===== src/rtl/alu_pkg.sv =====
`default_nettype none
// ============================================================================
// Module      : alu_pkg
// Description : Opcodes and FSM state encoding for the phase-1 datapath ALU
//               shift/rotate engine; shared with the ALU top-level decoder.
// Revision    : 1.0 - initial release
// ============================================================================
package alu_pkg;

  // 3-bit shift/rotate opcodes; 101..111 are pass-through
  localparam logic [2:0] OP_SHR  = 3'b000;
  localparam logic [2:0] OP_SHRA = 3'b001;
  localparam logic [2:0] OP_SHL  = 3'b010;
  localparam logic [2:0] OP_ROR  = 3'b011;
  localparam logic [2:0] OP_ROL  = 3'b100;
  localparam logic [2:0] OP_PASS = 3'b101;

  // Engine state encoding
  typedef enum logic [1:0] {
    ST_IDLE  = 2'd0,
    ST_SHIFT = 2'd1,
    ST_DONE  = 2'd2
  } state_e;

  // Any opcode at or above OP_PASS leaves the operand untouched
  function automatic logic is_pass(input logic [2:0] op);
    return (op >= OP_PASS);
  endfunction

endpackage
`default_nettype wire


===== src/rtl/shift_step.sv =====
`default_nettype none
// ============================================================================
// Module      : shift_step
// Description : Combinational one-bit shift/rotate step (acc, op) -> next acc.
// Revision    : 1.0 - initial release
// ============================================================================
module shift_step
  import alu_pkg::*;
#(
  parameter int WIDTH = 32
) (
  input  logic [WIDTH-1:0] i_acc,
  input  logic [2:0]       i_op,
  output logic [WIDTH-1:0] o_acc
);

  // Single-position move selected by opcode; unknown codes hold the value
  always_comb begin
    o_acc = i_acc;
    case (i_op)
      OP_SHR:  o_acc = {1'b0, i_acc[WIDTH-1:1]};
      OP_SHRA: o_acc = {i_acc[WIDTH-1], i_acc[WIDTH-1:1]};
      OP_SHL:  o_acc = {i_acc[WIDTH-2:0], 1'b0};
      OP_ROR:  o_acc = {i_acc[0], i_acc[WIDTH-1:1]};
      OP_ROL:  o_acc = {i_acc[WIDTH-2:0], i_acc[WIDTH-1]};
      default: o_acc = i_acc;
    endcase
  end

endmodule
`default_nettype wire


===== src/rtl/alu_shift_seq.sv =====
`default_nettype none
// ============================================================================
// Module      : alu_shift_seq
// Description : Multi-cycle shift/rotate engine, one bit position per clock,
//               with a start/busy/done handshake toward the Z register.
// Revision    : 1.0 - initial release
// ============================================================================
module alu_shift_seq
  import alu_pkg::*;
#(
  parameter int WIDTH = 32,
  parameter int CNT_W = 5
) (
  input  logic             clk,
  input  logic             clr,
  input  logic             start,
  input  logic [2:0]       op,
  input  logic [WIDTH-1:0] operand,
  input  logic [31:0]      shamt,
  output logic             busy,
  output logic             done,
  output logic [WIDTH-1:0] result
);

  localparam logic [CNT_W-1:0] c_cnt_one = CNT_W'(1);

  state_e           r_state;
  state_e           w_state_nxt;
  logic [WIDTH-1:0] r_acc;
  logic [WIDTH-1:0] w_acc_nxt;
  logic [CNT_W-1:0] r_cnt;
  logic [CNT_W-1:0] w_cnt_nxt;
  logic [2:0]       r_op;
  logic [2:0]       w_op_nxt;
  logic [WIDTH-1:0] w_step;
  logic             w_result_ld;
  logic [CNT_W-1:0] w_shamt_eff;
  logic             w_shamt_unused;

  // Upper shift-amount bits are ignored: the count wraps modulo 2**CNT_W
  assign w_shamt_eff    = shamt[CNT_W-1:0];
  assign w_shamt_unused = ^shamt[31:CNT_W];

  shift_step #(
    .WIDTH (WIDTH)
  ) u_step (
    .i_acc (r_acc),
    .i_op  (r_op),
    .o_acc (w_step)
  );

  // State register
  always_ff @(posedge clk or negedge clr) begin
    if (!clr) r_state <= ST_IDLE;
    else      r_state <= w_state_nxt;
  end

  // Next-state and next-datapath values; start is only looked at in IDLE
  always_comb begin
    w_state_nxt = r_state;
    w_acc_nxt   = r_acc;
    w_cnt_nxt   = r_cnt;
    w_op_nxt    = r_op;
    case (r_state)
      ST_IDLE: begin
        if (start) begin
          w_acc_nxt   = operand;
          w_cnt_nxt   = w_shamt_eff;
          w_op_nxt    = op;
          w_state_nxt = ((w_shamt_eff == '0) || is_pass(op)) ? ST_DONE : ST_SHIFT;
        end
      end
      ST_SHIFT: begin
        w_acc_nxt = w_step;
        w_cnt_nxt = r_cnt - c_cnt_one;
        if (r_cnt == c_cnt_one) w_state_nxt = ST_DONE;
      end
      ST_DONE:  w_state_nxt = ST_IDLE;
      default:  w_state_nxt = ST_IDLE;
    endcase
  end

  // Result is captured on the edge that enters DONE so it is valid with done
  assign w_result_ld = (w_state_nxt == ST_DONE) && (r_state != ST_DONE);

  // Datapath and registered handshake outputs
  always_ff @(posedge clk or negedge clr) begin
    if (!clr) begin
      r_acc  <= '0;
      r_cnt  <= '0;
      r_op   <= '0;
      result <= '0;
      busy   <= 1'b0;
      done   <= 1'b0;
    end else begin
      r_acc <= w_acc_nxt;
      r_cnt <= w_cnt_nxt;
      r_op  <= w_op_nxt;
      busy  <= (w_state_nxt != ST_IDLE);
      done  <= (w_state_nxt == ST_DONE);
      if (w_result_ld) result <= w_acc_nxt;
    end
  end

endmodule
`default_nettype wire

===== config.mk =====
export PLATFORM = sky130hd
export DESIGN_NAME = alu_shift_seq
export DESIGN_NICKNAME = d
export VERILOG_FILES = /design/src/rtl/alu_pkg.sv /design/src/rtl/shift_step.sv /design/src/rtl/alu_shift_seq.sv
export SDC_FILE = /design/constraint.sdc
export NUM_CORES = 1
export LEC_CHECK = 0
export CAP_MARGIN = 20
export CORE_MARGIN = 4
export CORE_UTILIZATION = 35
export CTS_CLUSTER_DIAMETER = 150
export DETAILED_ROUTE_END_ITERATION = 10
export GPL_TIMING_DRIVEN = 0
export HOLD_SLACK_MARGIN = 0.02
export MAX_ROUTING_LAYER = met4
export SYNTH_ARGS = -nofsm -noshare
export SYNTH_HDL_FRONTEND = slang
export SYNTH_SLANG_ARGS = --single-unit

===== constraint.sdc =====
create_clock -name clk -period 2.14 [get_ports clk]
set_input_delay 0.642 -clock clk [delete_from_list [all_inputs] [get_ports clk]]
set_output_delay 0.642 -clock clk [all_outputs]
set_load 0.005 [all_outputs]

==> results of run 1 <==
cell usage in the layout, fill, tap and decap left out, drive strengths merged, types with 3 or more instances in the layout:
master,instances
o32ai,26
a22oi,7
buf,12
and3b,19
a31oi,3
nor3,32
a21oi,17
clkdlybuf4s50,74
nor2,11
mux2,32
nor2b,25
nand3,5
nand2,24
inv,12
mux2i,3
clkinv,3
nand2b,4
or3b,3
o221ai,4
clkbuf,44
o311ai,20
dfrtp,76
o21ai,30
o31ai,11
timing repair:
item / in CTS / in global routing
buffers inserted: 0 / 1
gates cloned: 0 / 0
hold endpoints to repair: 0 / 0
endpoints found under the setup margin: 30 / 37
pin swaps: 1 / 3
resized for setup: 12 / 25
stage by stage:
step	instance area (sq um)	total power, mW	setup TNS, ps
6_report	5660	9.55	0
5_1_grt	5660	10.3	-39.8
4_1_cts	5610	9.45	0
3_5_place_dp	5270	7.68	-12650
3_3_place_gp	5240	7.59	-195600
2_1_floorplan	4310	5.72	-8.71
where the power goes:
group          internal (mW)  total [mW]  switching [mW]  leakage [nW]
Combinational           2.33        4.92            2.60          1.17
Clock                   1.05        1.65           0.601         0.159
Sequential              2.22        2.98           0.762         0.895
Total                   5.59        9.55            3.96          2.22
cells by family (layout without fill, tap and decap cells):
group,Yosys count,after routing,synth area share [%]
DFF,76,76,44.2
AOI/OAI and AO/OA,133,133,22.1
adders and majority gates,2,2,0.581
buffers and inverters,54,147,5.79
xor gates and xnor gates,1,1,0.378
muxes,35,35,9.25
and+or+nand+nor,132,132,17.7
per-layer routing:
metal	track usage, %	up-vias	part of all wire [%]
met5	-	-	0
met4	7.75	0	2.3
met3	5.27	26	6.2
met2	30.8	159	45
met1	28.5	1940	46
li1	-	1821	-
flip-flops by register name, indices dropped and copies added, names as in the netlist:
name / cells
r_cnt: 5
result: 32
busy: 1
r_acc: 32
r_op: 3
r_state: 2
done: 1
layout make-up:
cell class	instances	area (sq um)
plain buffers	42	235
clock buffers	11	243
clock inverters	5	75.1
fillers	1166	6350
inverters	12	45.0
multi-input cells	303	2190
flip-flops and latches	76	1900
well taps	147	184
repair buffers	77	783
worst min path at each step:
stage	start	to	slack [ps]	cells after the start
4_1_cts	clr	result[20]	250	1
3_5_place_dp	result[17]	result[17]	480	1
3_3_place_gp	result[30]	result[30]	480	1
5_1_grt	clr	done	270	1
6_report	clr	result[4]	240	1
2_1_floorplan	clr	busy	350	0
==> metrics.md, run 1 <==
| Metric | Value |
|---|---|
| Total Die Area | 14,100 sq um |
| Root buf cell | clkbuf_16 |
| Slew @ Worst Pin | 628 ps |
| Synth Register Bits | 76 |
| Buffers on Ports | 75 |
| Fin Hold WS | 239 ps |
| Top cell by count, worst path | buf_6 |
| Crit path required time | 2370 ps |
| Max Buffers Root-to-Sink | 2 |
| HPWL after DPL | 9.92 mm |
| CTS tree | built |
| Post-synth top area cell | dfrtp_1 |
| Vias per cell | 5.86 |
| Synthesized net count | 505 |
| Worst Setup EP | result[10] |
| Worst setup SP type | primary input |
| Final wirelength | 13.7 mm |
| Setup crit start | op[1] |
| Worst reg2reg startpoint | r_state[0] |
| Final Slew Violations | 0 |
| Inst Count DP | 656 |
| Antenna Nets Post-Route | 0 |
| Syn avg cell area | 9.94 sq um |
| Crit Path Class | in2reg |
| Post-CTS Hold Fix Bufs | 0 |
| CP delay by family, top | buffers and inverters |
| DR WL/cell | 20.4 um |
| Drt drc | 0 |
| Register area share after synthesis | 44.2% |
| Total GRT Usage | 21.1% |
| Element type at the critical path end | flop |
| CTS H-tree depth | 3 |
| Crit-path max cell delay | 470 ps |
| Die Span Y | 119 um |
| Layout Nets | 593 |
| Routability-driven placement congestion ratio | 0.928 |
| Die X | 119 um |
| Grt ovf | 0 |
| Synthesized area | 4300 sq um |
| Slowest CP cell | clkdlybuf4s50_1 |
| Core area | 12,000 sq um |
| Worst Path Buf+Inv | 3 |
| CP Depth | 7 |
| Initial DRC Count | 330 |
| Setup Skew | 7.55 ps |
| Initial antenna violation count | 0 |
| Tmin final | 2100 ps |
| Row cnt | 40 |
| Final period util | 98.3% |
| Initial cell density of the core | 35.8% |
| Max-cap violations | 0 |
| Leak pwr | 2.22 nW |
| Type of the most critical hold path | in2async |
| Routed vias | 3,946 |
| Power Density | 1690 nW/um^2 |
| CTS buffer count | 9 |
| WP data arrival | 2330 ps |
| Clk Latency, worst-skew pair | 350 ps |
| Fin util | 47.1% |
| Vias in the first global route | 4,186 |
| Final setup margin | 37.2 ps |
| VDD IR max | 0.734 mV |
| Fraction of layout cells with a size suffix above 1 | 12.2% |
| Diodes inserted | 0 |
| Top cells by count, synth | 76 x dfrtp_1, 32 x nor3_1, 30 x clkbuf_1, 30 x o21ai_0, 26 x o32ai_1 |
| Worst Reg-to-Reg Cells | 7 |
| Reg2reg setup slack | 80 ps |
| Yosys cell types | 48 |
| Crit-path cells | clkdlybuf4s50_1 -> o21ai_2 -> o22a_1 -> and2_4 -> buf_6 -> buf_6 -> mux2_1 |
| Dpl ws | -436 ps |
| Final setup violation count | 0 |
| Hold Fails Final Rpt | 0 |
| Synth top area cells | dfrtp_1 44%, mux2_1 6.0%, o32ai_1 5.3%, and3b_1 3.9%, nor3_1 3.7% |
| Unrepaired setup endpoints after global routing | true |
| Clock transition at path regs | 60 ps |
| Status | completed |
| CP Max Fanout | 10 |
| Worst slew margin | 57.6% |
| Top-count cell post-synth | dfrtp_1 |
| Io pins | 104 |
| Clock Sinks | 76 |
| Yosys warns | 0 |
| Area Growth Syn to Fin | 31.6% |
| DR pass1 iterations | 5 |
| Top FF cell, synth | dfrtp_1 |
| Non-Filler Instances | 673 |
| RR Endpoint | result[10] |
| Mapped Cells | 433 |
| Post-synth EDFFs | 0 |
| Ys async rst share | 100% |
| Largest net degree at the start of global routing | 47 |
| Fmax | 0.476 GHz |
| First-pass GRT wire length | 22.8 mm |
| Area share of the largest cell type after synthesis | 44.2% |
Power figures use the tool's default switching activity.
==> inputs of run 2 (changes only) <==
==> constraint.sdc (replaced) <==
create_clock -name clk -period 1.8 [get_ports clk]
set_input_delay 0.54 -clock clk [delete_from_list [all_inputs] [get_ports clk]]
set_output_delay 0.54 -clock clk [all_outputs]
set_load 0.005 [all_outputs]
==> run 2 against run 1 <==
Power grew 29%; register-to-register slack got worse by 270 ps; utilization rose by 3.1 points; sequential power increased by 19%; via count up 3.3%; the flow now finishes with violations (negative setup slack); clock skew is essentially flat; largest power group unchanged; combinational power rose by 43%; clock power grew 7%.
==> metrics.md, run 2 (same netlist as run 1, synthesis figures left out) <==
| Metric | Value |
|---|---|
| Status | finished with violations |
| Failing checks | negative setup slack |
| Crit-path max cell delay | 460 ps (about the same) |
| Slew @ Worst Pin | 592 ps (-35.4 ps) |
| Final setup margin | -187 ps (-224 ps) |
| Fmax | 0.503 GHz |
| Die X | 119 um (unchanged) |
| Area Growth Syn to Fin | 40.3% |
| Initial cell density of the core | 35.8% (unchanged) |
| Vias per cell | 5.97 (+1.8%) |
| Final wirelength | 14.6 mm (+6.5%) |
| Worst slew margin | 60.5% (+2.9 points) |
| Row cnt | 40 (unchanged) |
| Clock network power share | 14.3% (-3.0 points) |
| Buffers on Ports | 75 (unchanged) |
| Root buf cell | clkbuf_16 |
| RR Endpoint | result[19] |
| DR pass1 iterations | 5 (unchanged) |
| Final period util | 110% |
| Worst reg2reg startpoint | r_state[1] |
| Crit Path Class | reg2reg |
| Leak pwr | 2.49 nW (+12%) |
| Sw Pwr | 5.14 mW (+30%) |
| Final Slew Violations | 0 (unchanged) |
| Most frequent cells in the layout | 73 x dfrtp_1, 72 x clkdlybuf4s50_1, 31 x nor3_1, 27 x o21ai_0, 27 x mux2_4 |
| Slowest CP cell | dfrtp_2 |
| Grt ovf | 0 (unchanged) |
| Worst setup SP type | flop |
| Final setup violation count | 34 (+34) |
| Max Buffers Root-to-Sink | 2 (unchanged) |
| Tmin final | 1990 ps |
| Top flop regs | r_acc (32), result (32), r_cnt (5) |
| Fill cell count | 1,104 (-5.3%) |
| Initial DRC Count | 265 (-20%) |
| Crit-path cells | or3b_4 -> o22a_4 -> and2_4 -> buf_8 -> mux2_4 |
| Type of the most critical hold path | in2async |
| DR WL/cell | 21.4 um (+4.9%) |
| Initial antenna violation count | 0 (unchanged) |
| Sequential power share | 28.9% (-2.3 points) |
| Total Die Area | 14,100 sq um (unchanged) |
| CTS tree | built |
| Reg2reg setup slack | -190 ps (-270 ps) |
| Routability-driven placement congestion ratio | 0.933 (+0.48%) |
| Die Span Y | 119 um (unchanged) |
| Element type at the critical path end | flop |
| Commonest non-fill, non-tap cell in the layout | dfrtp_1 |
| Setup Skew | 7.21 ps (-0.343 ps) |
| Dpl cell area | 5360 sq um (+1.6%) |
| Clock transition at path regs | 60 ps (about the same) |
| Switch share | 41.6% (+0.16 points) |
| Layout Nets | 603 (+1.7%) |
| Crit path required time | 2020 ps (-350 ps) |
| Max-cap violations | 0 (unchanged) |
| Drt drc | 0 (unchanged) |
| Total GRT Usage | 20.6% (-0.48 points) |
| Vias in the first global route | 3,983 (-4.8%) |
| Hold Fails Final Rpt | 0 (unchanged) |
| Power Density | 2050 nW/um^2 (+21%) |
| Largest net degree at the start of global routing | 51 (+8.5%) |
| Clock Sinks | 76 (unchanged) |
| First-pass GRT wire length | 22.1 mm (-3.1%) |
| Gate power share | 56.8% (+5.3 points) |
| Io pins | 104 (unchanged) |
| Diodes inserted | 0 (unchanged) |
| P_int | 7.21 mW (+29%) |
| Routed vias | 4,078 (+3.3%) |
| Antenna Nets Post-Route | 0 (unchanged) |
| CTS H-tree depth | 3 (unchanged) |
| Design Area, Final | 6040 sq um (+6.6%) |
| Dpl ws | -747 ps (-311 ps) |
| Fraction of layout cells with a size suffix above 1 | 24.6% (+12 points) |
| Core area | 12,000 sq um (unchanged) |
| HPWL after DPL | 9.82 mm (-1.0%) |
| CP Max Fanout | 10 (unchanged) |
| CTS buffer count | 9 (unchanged) |
| WP data arrival | 2210 ps (-120 ps) |
| Worst Reg-to-Reg Cells | 5 (-2) |
| Clk Latency, worst-skew pair | 340 ps (about the same) |
| VDD IR max | 0.850 mV (+16%) |
| Unrepaired setup endpoints after global routing | true |
-- run 2: worst max-delay path by stage --
stage,startpoint,endpoint,slack [ps],cells after the start
6_report,r_state[1],result[19],-190,5
5_1_grt,r_state[0],result[29],-230,6
3_3_place_gp,clr,result[25],-2610,1
4_1_cts,r_state[0],result[7],-180,6
3_5_place_dp,op[0],result[8],-750,7
2_1_floorplan,start,result[0],-230,7
-- run 2: what timing repair did --
item | 4_1_cts | 5_1_grt
hold buffers | 0 | 0
buffers inserted | 3 | 6
endpoints found under the setup margin | 70 | 61
pin swaps | 3 | 9
cloned | 0 | 3
gates resized for setup | 52 | 55
-- run 2: through the flow --
| stage | hold WS (ps) | std cells | total power, mW | utilization (%) | TNS (ps) |
|---|---|---|---|---|---|
| 6_report | 118 | 683 | 12.3 | 50.2 | -5360 |
| 4_1_cts | 135 | 674 | 11.6 | 48.1 | -4570 |
| 3_5_place_dp | 489 | 656 | 9.44 | 44.6 | -29450 |
| 5_1_grt | 149 | 683 | 13.1 | 50.2 | -6980 |
| 3_3_place_gp | 480 | 655 | 9.36 | 44.4 | -227530 |
| 2_1_floorplan | 244 | 433 | 7.13 | - | -6320 |
-- run 2: final cells by class --
| cell class | count | area (sq um) | share of cell area, % |
|---|---|---|---|
| Tap cell | 147 | 184 | 3.05 |
| Clock inverter | 4 | 22.5 | 0.373 |
| Clock buffer | 12 | 267 | 4.42 |
| Inverter | 12 | 45.0 | 0.746 |
| Timing Repair Buffer | 88 | 906 | 15.0 |
| Multi-Input combinational cell | 303 | 2430 | 40.2 |
| Buffer | 41 | 280 | 4.64 |
| Sequential cell | 76 | 1910 | 31.6 |
-- run 2: worst max-delay path, delay by kind of cell, from the launching register on --
family	cells	cell delay, ps
buf+inv	1	180
simple gates	2	660
flops	1	460
compound gates	1	260
mux	1	300
-- run 2: power by group through the flow --
stage	sequential, mW	clock (mW)	combinational (mW)
after floorplan	3.29	0	3.84
after global placement	3.49	0	5.87
after detailed placement	3.50	0	5.93
after CTS	3.51	1.80	6.29
after global routing	3.68	1.87	7.53
final	3.56	1.76	7.02
-- run 2: per-layer routing --
metal,track usage [%],wire length [um]
met3,2.94,722
met5,-,0
met4,10.2,395
met1,28.3,6740
met2,29.8,6780
==> inputs of run 3 (changes only) <==
--- a/config.mk
+++ b/config.mk
@@ -9,10 +9,12 @@
 export CORE_MARGIN = 4
 export CORE_UTILIZATION = 35
 export CTS_CLUSTER_DIAMETER = 150
+export CTS_CLUSTER_SIZE = 10
 export DETAILED_ROUTE_END_ITERATION = 10
 export GPL_TIMING_DRIVEN = 0
 export HOLD_SLACK_MARGIN = 0.02
 export MAX_ROUTING_LAYER = met4
 export SYNTH_ARGS = -nofsm -noshare
 export SYNTH_HDL_FRONTEND = slang
+export SYNTH_HIERARCHICAL = 1
 export SYNTH_SLANG_ARGS = --single-unit
==> run 3 against run 2 <==
The flow still finishes with violations (negative setup slack); via count rose by 7.9%; worst hold slack improved by 28 ps; clock skew fell by 0.62 ps; sequential power fell by 3%; critical path depth rose by 3; count of clock-buffer cells in the layout fell by 1; largest cell class unchanged.
==> metrics.md, run 3 <==
| Metric | Value |
|---|---|
| Fmax | 0.497 GHz (-1.2%) |
| Post-synth top area cell | dfrtp_1 |
| Final Slew Violations | 0 (unchanged) |
| Status | finished with violations |
| Design Area, Final | 6270 sq um (+3.9%) |
| Most frequent cells in the layout | 72 x dfrtp_1, 68 x clkdlybuf4s50_1, 60 x nand2_1, 57 x nand3_1 |
| CTS buffer count | 9 (unchanged) |
| Worst setup SP type | flop |
| Synth Area in Compound Gates | 20.4% (-1.7 points) |
| Routed vias | 4,401 (+7.9%) |
| Initial cell density of the core | 35.9% (+0.12 points) |
| Crit Path Class | reg2reg |
| Buffers on Ports | 76 (+1.3%) |
| Power Density | 2040 nW/um^2 (-0.36%) |
| Top flop regs | r_acc (32), result (32), r_cnt (5) |
| Die Span Y | 122 um (+2.7%) |
| WP data arrival | 2240 ps (+30 ps) |
| Multiplexer area fraction after synthesis | 8.87% (-0.37 points) |
| Diodes inserted | 0 (unchanged) |
| Max Buffers Root-to-Sink | 2 (unchanged) |
| Leak pwr | 2.64 nW (+6.0%) |
| VDD IR max | 0.785 mV (-7.6%) |
| HPWL after DPL | 10.4 mm (+6.2%) |
| Row cnt | 41 (+2.5%) |
| Post-Synth Adder-Cell Area | 0.549% (-0.032 points) |
| Register area share after synthesis | 41.8% (-2.4 points) |
| Final wirelength | 15.5 mm (+5.6%) |
| Initial DRC Count | 462 (+74%) |
| Post-CTS Hold Fix Bufs | 0 (unchanged) |
| Commonest non-fill, non-tap cell in the layout | dfrtp_1 |
| Final period util | 112% (+1.4 points) |
| Slowest CP cell | or4_4 |
| Tmin final | 2010 ps (+25.1 ps) |
| Io pins | 104 (unchanged) |
| Post-Synth XOR/XNOR Area | 0% (-0.38 points) |
| DR WL/cell | 20.1 um (-6.0%) |
| Top cells by count, synth | 76 x dfrtp_1, 61 x nand2_1, 57 x nand3_1 |
| Layout Nets | 662 (+9.8%) |
| Clk Latency, worst-skew pair | 340 ps (about the same) |
| Post-synth EDFFs | 0 (unchanged) |
| Synth Area in Simple Gates | 23.2% (+5.6 points) |
| Crit-path max cell delay | 450 ps (about the same) |
| Hold Fails Final Rpt | 0 (unchanged) |
| Max-cap violations | 0 (unchanged) |
| Total Die Area | 14,900 sq um (+5.4%) |
| Synthesized net count | 560 (+11%) |
| Drt drc | 0 (unchanged) |
| Final setup violation count | 32 (-5.9%) |
| Failing checks | negative setup slack |
| CP Max Fanout | 5 (-5) |
| CP delay by family, top | simple AND/OR/NAND/NOR gates |
| Clock transition at path regs | 60 ps (about the same) |
| Top-count cell post-synth | dfrtp_1 |
| Fill cell count | 1,225 (+11%) |
| Grt ovf | 0 (unchanged) |
| Clock Sinks | 76 (unchanged) |
| Crit-path cells | inv_2 -> ha_4 -> nand2_2 -> or4_4 -> a21oi_4 -> buf_6 -> clkbuf_16 -> mux2_4 |
| Root buf cell | clkbuf_16 |
| Unrepaired setup endpoints after global routing | true |
| Antenna Nets Post-Route | 0 (unchanged) |
| Core area | 12,700 sq um (+5.5%) |
| Yosys warns | 6 (+6) |
| Dpl cell area | 5560 sq um (+3.7%) |
| Vias per cell | 5.74 (-3.9%) |
| Initial antenna violation count | 0 (unchanged) |
| Worst slew margin | 57.5% (-3.0 points) |
| CTS H-tree depth | 3 (unchanged) |
| Largest family of logic cells by synthesized area | simple AND/OR/NAND/NOR gates |
| Element type at the critical path end | flop |
| Worst Path Buf+Inv | 3 (+2) |
| Routability-driven placement congestion ratio | 0.862 (-7.5%) |
| Type of the most critical hold path | in2async |
| Mapped Cells | 488 (+13%) |
| Area share of the largest cell type after synthesis | 41.8% (-2.4 points) |
| Yosys cell types | 46 (-4.2%) |
| Ys async rst share | 100% (unchanged) |
| Largest net degree at the start of global routing | 43 (-16%) |
| Vias in the first global route | 4,208 (+5.6%) |
| Crit path required time | 2030 ps (about the same) |
| Fraction of layout cells with a size suffix above 1 | 21.2% (-3.5 points) |
| Die X | 122 um (+2.7%) |
| Synthesized area | 4550 sq um (+5.8%) |
| Setup Skew | 6.59 ps (-0.624 ps) |
| Synth top area cells | dfrtp_1 42%, mux2_2 8.2%, nand3_1 6.3%, a32oi_1 6.2%, a22oi_1 5.1% |
| Final setup margin | -212 ps (-25.1 ps) |
| Setup_tns | -5950 ps (-583 ps) |
| Syn avg cell area | 9.33 sq um (-6.1%) |
| Slew @ Worst Pin | 638 ps (+45.2 ps) |
| Area Growth Syn to Fin | 37.6% |
| First-pass GRT wire length | 23.5 mm (+6.1%) |
| Total GRT Usage | 21.2% (+0.56 points) |
| Top FF cell, synth | dfrtp_1 |
| DR pass1 iterations | 5 (unchanged) |
| Synth Register Bits | 76 (unchanged) |
| CTS tree | built |
==> run 3: cell count changes after synthesis, moves of 26 or more <==
| cell | change |
|---|---|
| mux2_2 | +26 |
| nor3_1 | -31 |
| a32oi_1 | +30 |
| nand2b_1 | +26 |
| nand3_1 | +52 |
| nand2_1 | +37 |
==> run 3: path summary, 6_finish.rpt <==
| check | from | end | slack (ps) | cells past startpoint |
|---|---|---|---|---|
| max | r_cnt[1] | result[7] | -210 | 8 |
| min | clr | result[13] | 150 | 1 |
| max reg2reg | r_cnt[1] | result[7] | -210 | 8 |
| min reg2reg | result[25] | result[25] | 510 | 1 |
| max in group asynchronous | clr | r_op[2] | 1060 | 2 |
| min in group clk | result[25] | result[25] | 510 | 1 |
==> run 3: layer usage <==
metal	GRT usage [%]	share of wire, %	up-vias	routed length [um]
met3	3.99	6.2	10	961
li1	-	-	2063	-
met4	5.67	1.3	0	196
met1	29.4	47	2148	7290
met2	31.8	45	180	7000
met5	-	0	-	0
==> run 3: kinds of logic (layout without fill, tap and decap cells) <==
group | after synthesis | count (layout)
adder cells (fa/ha/maj) | 2 | 2
AO/OA/AOI/OAI | 122 | 122
AND/OR/NAND/NOR | 203 | 203
buffers and inverters | 49 | 156
multiplexers | 36 | 36
flip-flops | 76 | 76
==> run 3: stage by stage <==
stage | util (%) | worst slack (ps) | hold WS, ps | power, mW | cells
after floorplan | - | -128 | 244 | 7.62 | 488
after global routing | 49.5 | -256 | 177 | 13.6 | 767
after global placement | 43.6 | -2620 | 469 | 9.89 | 736
after CTS | 48.6 | -232 | 154 | 12.5 | 767
final | 49.5 | -212 | 146 | 12.8 | 767
after detailed placement | 43.8 | -899 | 478 | 9.98 | 737
==> run 3: area by class of cell <==
type | count | area, sq um | share of cell area (%)
clock buffer | 11 | 243 | 3.87
sequential | 76 | 1910 | 30.4
inverter | 9 | 33.8 | 0.539
clock inverter | 5 | 75.1 | 1.20
tap | 172 | 215 | 3.43
multi-input combinational | 363 | 2590 | 41.3
buffer | 39 | 275 | 4.39
timing repair buffer | 92 | 930 | 14.8
==> run 3: what timing repair did <==
| item | 4_1_cts | 5_1_grt |
|---|---|---|
| gates cloned | 1 | 1 |
| gates resized for setup | 55 | 47 |
| setup buffers | 13 | 2 |
| setup endpoints to repair | 65 | 59 |
| pin swaps | 3 | 6 |
==> run 3: power by group <==
part           total (mW)  internal [mW]  switching (mW)
Combinational        7.35           3.57            3.78
Clock                1.95           1.24           0.704
Sequential           3.47           2.62           0.856
Total                12.8           7.43            5.34
